File: config.mk
export PLATFORM = sky130hd
export DESIGN_NAME = vr_wiper_rx
export DESIGN_NICKNAME = d
export VERILOG_FILES = /design/src/rtl/vr_wiper_rx.sv
export SDC_FILE = /design/constraint.sdc
export NUM_CORES = 1
export LEC_CHECK = 0
export ABC_AREA = 1
export ABC_CLOCK_PERIOD_IN_PS = 3400
export CAP_MARGIN = 10
export CORE_MARGIN = 1.5
export CORE_UTILIZATION = 40
export CTS_BUF_LIST = sky130_fd_sc_hd__clkbuf_4
export CTS_CLUSTER_SIZE = 16
export DETAILED_ROUTE_END_ITERATION = 10
export DONT_BUFFER_PORTS = 1
export SLEW_MARGIN = 30
export SYNTH_ARGS = -nofsm -noshare
export SYNTH_HDL_FRONTEND = slang
export SYNTH_SLANG_ARGS = --single-unit
File: constraint.sdc
create_clock -name clk -period 3.4 [get_ports clk]
set_clock_uncertainty 0.15 [all_clocks]
set_input_delay 0.51 -clock clk [delete_from_list [all_inputs] [get_ports clk]]
set_output_delay 0.51 -clock clk [all_outputs]
set_load 0.01 [all_outputs]
File: src/rtl/vr_wiper_rx.sv
// vr_wiper_rx: responder end of a three-wire up/down digital potentiometer
// interface. CS/UD/CLKIN are synchronized into clk, edge-detected, and
// decoded into a saturating wiper position plus a stored (nonvolatile) copy.
module vr_wiper_rx #(
  parameter int WIDTH   = 6,
  parameter int MAX     = 63,
  parameter int DEFAULT = 32
) (
  input  logic             clk,
  input  logic             reset,
  input  logic             CS,
  input  logic             UD,
  input  logic             CLKIN,
  output logic [WIDTH-1:0] wiper,
  output logic [WIDTH-1:0] nv_wiper,
  output logic             active,
  output logic             step,
  output logic             sat,
  output logic             store
);

  localparam logic [WIDTH-1:0] MAX_C = WIDTH'(MAX);
  localparam logic [WIDTH-1:0] DEF_C = WIDTH'(DEFAULT);
  // Bit order {CLKIN, UD, CS}; idle bus levels are CLKIN=1, UD=0, CS=1.
  localparam logic [2:0]       SYNC_RST = 3'b101;

  typedef enum logic {IDLE, ACTIVE} state_t;

  logic [2:0]       s1_q, s2_q, prev_q;
  logic [1:0]       vld_q;
  logic             armed_q, armed_d;
  state_t           state_q, state_d;
  logic             dir_q, dir_d;
  logic [WIDTH-1:0] wiper_q, wiper_d;
  logic [WIDTH-1:0] nv_q, nv_d;
  logic             step_q, step_d;
  logic             sat_q, sat_d;
  logic             store_q, store_d;

  logic cs_s2, ud_s2, clkin_s2, cs_prev, clkin_prev;
  logic cs_fall, cs_rise, clk_fall;

  assign cs_s2      = s2_q[0];
  assign ud_s2      = s2_q[1];
  assign clkin_s2   = s2_q[2];
  assign cs_prev    = prev_q[0];
  assign clkin_prev = prev_q[2];

  assign cs_fall  = ~cs_s2 & cs_prev;
  assign cs_rise  = cs_s2 & ~cs_prev;
  assign clk_fall = ~clkin_s2 & clkin_prev;

  // Two-flop synchronizers plus a previous-value stage for edge detection.
  always_ff @(posedge clk or posedge reset) begin
    if (reset) begin
      s1_q   <= SYNC_RST;
      s2_q   <= SYNC_RST;
      prev_q <= SYNC_RST;
    end else begin
      s1_q   <= {CLKIN, UD, CS};
      s2_q   <= s1_q;
      prev_q <= s2_q;
    end
  end

  // The synchronizer reset value makes CS look high, so a CS held low across
  // reset release would otherwise appear as a fresh fall. vld_q marks when s2
  // holds a real sample; a transaction may only open once CS was seen high.
  always_ff @(posedge clk or posedge reset) begin
    if (reset) begin
      vld_q   <= 2'b00;
      armed_q <= 1'b0;
    end else begin
      vld_q   <= {vld_q[0], 1'b1};
      armed_q <= armed_d;
    end
  end

  assign armed_d = armed_q | (vld_q[1] & cs_s2);

  // Transaction state, wiper, stored copy and one-cycle status pulses.
  always_ff @(posedge clk or posedge reset) begin
    if (reset) begin
      state_q <= IDLE;
      dir_q   <= 1'b0;
      wiper_q <= DEF_C;
      nv_q    <= DEF_C;
      step_q  <= 1'b0;
      sat_q   <= 1'b0;
      store_q <= 1'b0;
    end else begin
      state_q <= state_d;
      dir_q   <= dir_d;
      wiper_q <= wiper_d;
      nv_q    <= nv_d;
      step_q  <= step_d;
      sat_q   <= sat_d;
      store_q <= store_d;
    end
  end

  // Next-state decode: open on CS fall, step on CLKIN fall, close on CS rise
  // with a store when CLKIN is held high at the release.
  always_comb begin
    state_d = state_q;
    dir_d   = dir_q;
    wiper_d = wiper_q;
    nv_d    = nv_q;
    step_d  = 1'b0;
    sat_d   = 1'b0;
    store_d = 1'b0;
    case (state_q)
      IDLE: begin
        if (cs_fall && armed_q) begin
          dir_d   = ud_s2;
          state_d = ACTIVE;
        end
      end
      ACTIVE: begin
        if (clk_fall) begin
          if (dir_q) begin
            if (wiper_q < MAX_C) begin
              wiper_d = wiper_q + WIDTH'(1);
              step_d  = 1'b1;
            end else begin
              sat_d = 1'b1;
            end
          end else begin
            if (wiper_q != '0) begin
              wiper_d = wiper_q - WIDTH'(1);
              step_d  = 1'b1;
            end else begin
              sat_d = 1'b1;
            end
          end
        end
        if (cs_rise) begin
          state_d = IDLE;
          // clkin_s2 high excludes a same-cycle step, so wiper_q is the
          // pre-step value either way.
          if (clkin_s2) begin
            nv_d    = wiper_q;
            store_d = 1'b1;
          end
        end
      end
      default: state_d = IDLE;
    endcase
  end

  assign wiper    = wiper_q;
  assign nv_wiper = nv_q;
  assign active   = (state_q == ACTIVE);
  assign step     = step_q;
  assign sat      = sat_q;
  assign store    = store_q;

endmodule
Yosys cells after proc, flatten, opt, wreduce, memory -nomap -nowiden --
Index checks and enable logic that the tools add are counted.
Word-level totals: register bits after elaboration 29, bits in latches 0, RAM bits 0, ROM bits 0, bits of input ports 5, memories kept 0
Cells by class: add/sub/neg operators 2, multipliers 0, div/mod/pow operators 0, magnitude comparators 1, eq/ne operators 1, shift operators 0, mux-type cells 19, bitwise operators 9, reduce and logical (&&, ||, !) cells 6
Operator list (number):
- $mux W6 | 3
- $mux W1 | 15
- $add A6 B1 Y6 const B | 1
- $lt A6 B6 Y1 const B | 1
- $reduce_bool A6 Y1 | 1
- $sub A6 B1 Y6 const B | 1
- $and A1 B1 Y1 | 4
- $not A1 Y1 | 4
- $reduce_and A4 Y1 | 1
- $reduce_and A3 Y1 | 1
- $ne A2 B1 Y1 const B | 1
- $pmux W1 S2 | 1
- $reduce_and A2 Y1 | 1
- $reduce_bool A2 Y1 | 1
- $logic_and A1 B1 Y1 | 1
- $or A1 B1 Y1 | 1

Depth between registers and ports, before layout --
depth after elaboration 5, mapped depth 10

Worst setup path after synthesis --
No wires, ideal clock.
path kind register -> register, start point reg wiper_q[0], in the netlist wiper[0], end point reg wiper_q[4], in the netlist wiper[4], library setup time 117 ps, data arrival time 1279 ps, setup slack 1854 ps, cell stages (with the launch flop) 8, path buffers 0, period minus slack after synthesis 1546 ps, cells stage by stage dfrtp_1 fa_1 nand3_1 nand2_1 nand2_1 nand2_1 nand2_1 o21ai_2
Between the ends: longest elaborated chain between the ends 3, elaborated cells between the ends (all ways) 10, those cells by class add/sub: 2; order compare: 1; eq/ne: 1; mux: 3; reduce/logical: 3
RTL lines:
- from (decl) | RTL line 34 | logic [WIDTH-1:0] wiper_q, wiper_d;
- from (signal assigned) | RTL line 94 | wiper_q <= wiper_d;
- $lt A6 B6 Y1, or another cell as far along | RTL line 122 | if (wiper_q < MAX_C) begin
- $ne A2 B1 Y1 (no source line), or another cell as far along
- $reduce_and A4 Y1 (no source line) / $mux W6 (equally long branches)
Several ways; a longest one is shown, not always the timed one. The select of a mux whose other input is x is not followed. A chain may end at the register's enable or synchronous reset.

Worst setup path after layout --
Ends and elaborated chain as after synthesis.

==> results.txt <==
The aggregate global-route resource usage is 0.142. Among cell families on the critical path, the largest total delay comes from flip-flops. VDD sags by at most 0.478 mV. Yosys attributes the largest share of cell area to sky130_fd_sc_hd__dfrtp_1 (42%), sky130_fd_sc_hd__dfstp_2 (17%), sky130_fd_sc_hd__nand2_1 (12%).

The final layout contains routed wiring with a total length of 2160 µm. The placed wire-length estimate is 1520 µm. The leakage power total came out at 0.000658 µW.

The number of storage elements in the synthesis netlist came out at 28. STA classifies the critical path endpoint as a flip-flop. The critical path in this run is classified as flip-flop to flip-flop.

Dividing the final minimum period by the clock period gives 0.496. The number of fillers in the final layout came out at 277. CTS built an H-tree with a depth of 1. The core area is 2810 µm². In the final routed layout, each cell accounts on average for 13.0 µm. For the worst setup path, the data required time is 3.48 ns. The synthesis-to-finish area growth came out at 8.73%. The worst setup slack for register-to-register paths is 1.71 ns. The area taken by multi-input logic gates is 405 µm². The initial utilization of the core area, before any placement, comes to 0.429. The via density per instance came out at 4.91.

The post-detailed-route DRC marker count is 4. The total of buffers placed on input and output ports is 0. Measured along the y axis, the die boundary spans 57.9 µm.

Averaged over all synthesized cells, the footprint is 9.26 µm². Of the post-synthesis cell area, the dominant cell type holds 0.416. The pin count of the biggest net entering global routing is 29. The number of hold violations in the final report came out at 0. Yosys mapped the design onto 19 distinct sky130hd cell types.

The tool flagged a number of max-cap violations equal to 0. The total setup violations reported at the end of the flow is 0. The tree is rooted in a sky130_fd_sc_hd__clkbuf_4. The checks that failed: design-rule violations. The count of inserted antenna diode cells is 0. The flow ran to the end, but the final reports show violations.

The congestion estimate from routability-driven global placement came to 0.940. On the worst path, the slowest cell contributes a delay of 0.54 ns. Before antenna repair, the detailed router went through 7 iterations. Together, buffers and inverters on the worst path number 0. The endpoint arrival time on the critical path came out at 1.77 ns. The count of final max-slew check failures came out at 0. Summed over all instances, the cell type with the most area after synthesis is sky130_fd_sc_hd__dfrtp_1.

The number of primary I/O pins is 21. The total number of nets in the final design came out at 146. The kind of path behind the tightest hold check is input pin to flip-flop. The remaining max-slew budget at the tightest pin came out at 0.622. TritonCTS built the clock tree. Counting every net in the synthesized netlist gives 140. The slowest stage of the critical path belongs to the cell sky130_fd_sc_hd__dfrtp_1. The number of buffers inserted during clock tree synthesis is 3. The die is 57.9 µm wide. The number of instances in the synthesized netlist is 130. STA classifies the critical path startpoint as a flip-flop. The number of antenna violations at the first check in global routing came out at 0. Summed over all failing endpoints, the final setup total negative slack is 0 ns.

The clock latency reported for the late side of the worst-skew pair came out at 0.33 ns. The slack of the critical path is 1.71 ns. The critical path goes through fa_1 > nand3_1 > nand2_1 > nand2_1 > nand2_1 > nand2_1 > o21ai_2. The mapped netlist covers 1200 µm².

The clock period minus worst slack came out at 1.69 ns. The clock edge transition at the registers on the reported setup and hold paths is 0.16 ns. The first global-routing pass estimated 3620 µm of wire.

The starting DRC count in detailed routing is 32. The cell that appears most often on the critical path is sky130_fd_sc_hd__nand2_1. Leaving out fill and tap cells, the most frequent cells in the layout are sky130_fd_sc_hd__nand2_1 (38), sky130_fd_sc_hd__dfrtp_1 (20), sky130_fd_sc_hd__inv_1 (18). In this run the remaining antenna-violating nets after routing total 0.

At the placement stage, the worst setup path has a slack of 1.74 ns. The aggregate global routing overflow is 0. Counting along the longest clock path gives a buffer depth of 2.

Of all nets on the critical path, the largest fanout is 8. The area of the die came out at 3350 µm². The routed via count is 815. The register cell area after layout came out at 711 µm².

The clock sink count is 28. The summed area of non-filler cells in the final layout came out at 1310 µm². For the pin with the worst max-slew slack, the measured transition is 0.566 ns. The cell area power density is 864 nW/µm². The floorplan has 19 rows.

The number of setup buffers added after CTS is 0. The total cell area at the placement stage is 1230 µm². Setup repair after global routing left no endpoint under its margin. The number of global-route vias before repair came out at 782.

The Yosys step of the flow raised 0 warnings. The fraction of final layout cells sized beyond drive strength 1 is 0.119. The highest attainable clock frequency is 593 MHz. Leaving out fill and tap cells, the most frequent cell in the layout is sky130_fd_sc_hd__nand2_1. The proportion of synthesized chip area in sequential cells is 0.590.
[timing repair]
action / CTS / global route
endpoints found under the hold margin: 22 / 0
hold buffers: 3 / 0
endpoints found under the setup margin: 0 / 0
resized for setup: 0 / 0
[Yosys cell counts, drive strengths merged]
cell type,instances
nand2,38
dfrtp,20
inv,19
nor2,12
o21ai,11
dfstp,8
nand3,7
ha,4
a21oi,3
buf,2
nand4,2
a21o,1
conb,1
fa,1
xor2,1
[per-stage QoR]
step	power (µW)	utilization	instances	hold slack (ns)
2_1_floorplan	824	-	130	0.181
5_1_grt	1220	0.467	166	0.0000897
6_report	1130	0.467	166	0.0382
3_3_place_gp	903	0.437	159	0.183
4_1_cts	1140	0.467	166	0.0263
3_5_place_dp	913	0.437	159	0.185
[worst reg2reg max path, delay by kind of cell (launching register included)]
kind	cells	cell delay, ns
flip-flops	1	0.54
AND/OR/NAND/NOR	5	0.34
AO/OA/AOI/OAI	1	0.05
adder cells (fa/ha/maj)	1	0.51
[routing by layer]
layer / share of wire / up-vias / GRT usage
met5: 0 / - / 0
met4: 0.0046 / 0 / 0.0598
met1: 0.47 / 381 / 0.204
li1: - / 413 / -
met2: 0.48 / 19 / 0.213
met3: 0.050 / 2 / 0.0268
[path summary, 6_finish.rpt]
kind / from / end / cells after the start
max: wiper[0] / wiper[4] / 7
min: UD / s1_q[1] / 0
max reg2reg: wiper[0] / wiper[4] / 7
min reg2reg: vld_q[0] / vld_q[1] / 0
max in group asynchronous: reset / prev_q[2] / 2
min in group asynchronous: reset / nv_wiper[1] / 2
[final cells by class]
class / instances / share of cell area
Multi-Input combinational cell: 81 / 0.310
Inverter: 19 / 0.0545
Tap cell: 31 / 0.0296
Clock inverter: 1 / 0.0229
Timing Repair Buffer: 3 / 0.0229
Clock buffer: 3 / 0.0172
Sequential cell: 28 / 0.543
[registers in the layout (all words and copies together) (netlist names), 2 cells and up]
name,flops
nv_wiper,6
prev_q,2
s1_q,3
s2_q,3
vld_q,2
wiper,6
[cells by family (layout without fill, tap and decap cells)]
logic type	Yosys count	after routing	share of synthesized area
AOI/OAI and AO/OA	15	15	0.0707
xor gates and xnor gates	1	1	0.00728
adders and majority gates	5	5	0.0582
buffers and inverters	21	26	0.0728
DFF	28	28	0.590
other	1	1	0.00312
and+or+nand+nor	59	59	0.198
[power breakdown]
part | internal (µW) | total (µW) | switching (µW)
Sequential | 426 | 558 | 132
Clock | 119 | 221 | 101
Combinational | 137 | 352 | 215
Total | 683 | 1130 | 449
Power figures use the tool's default switching activity.
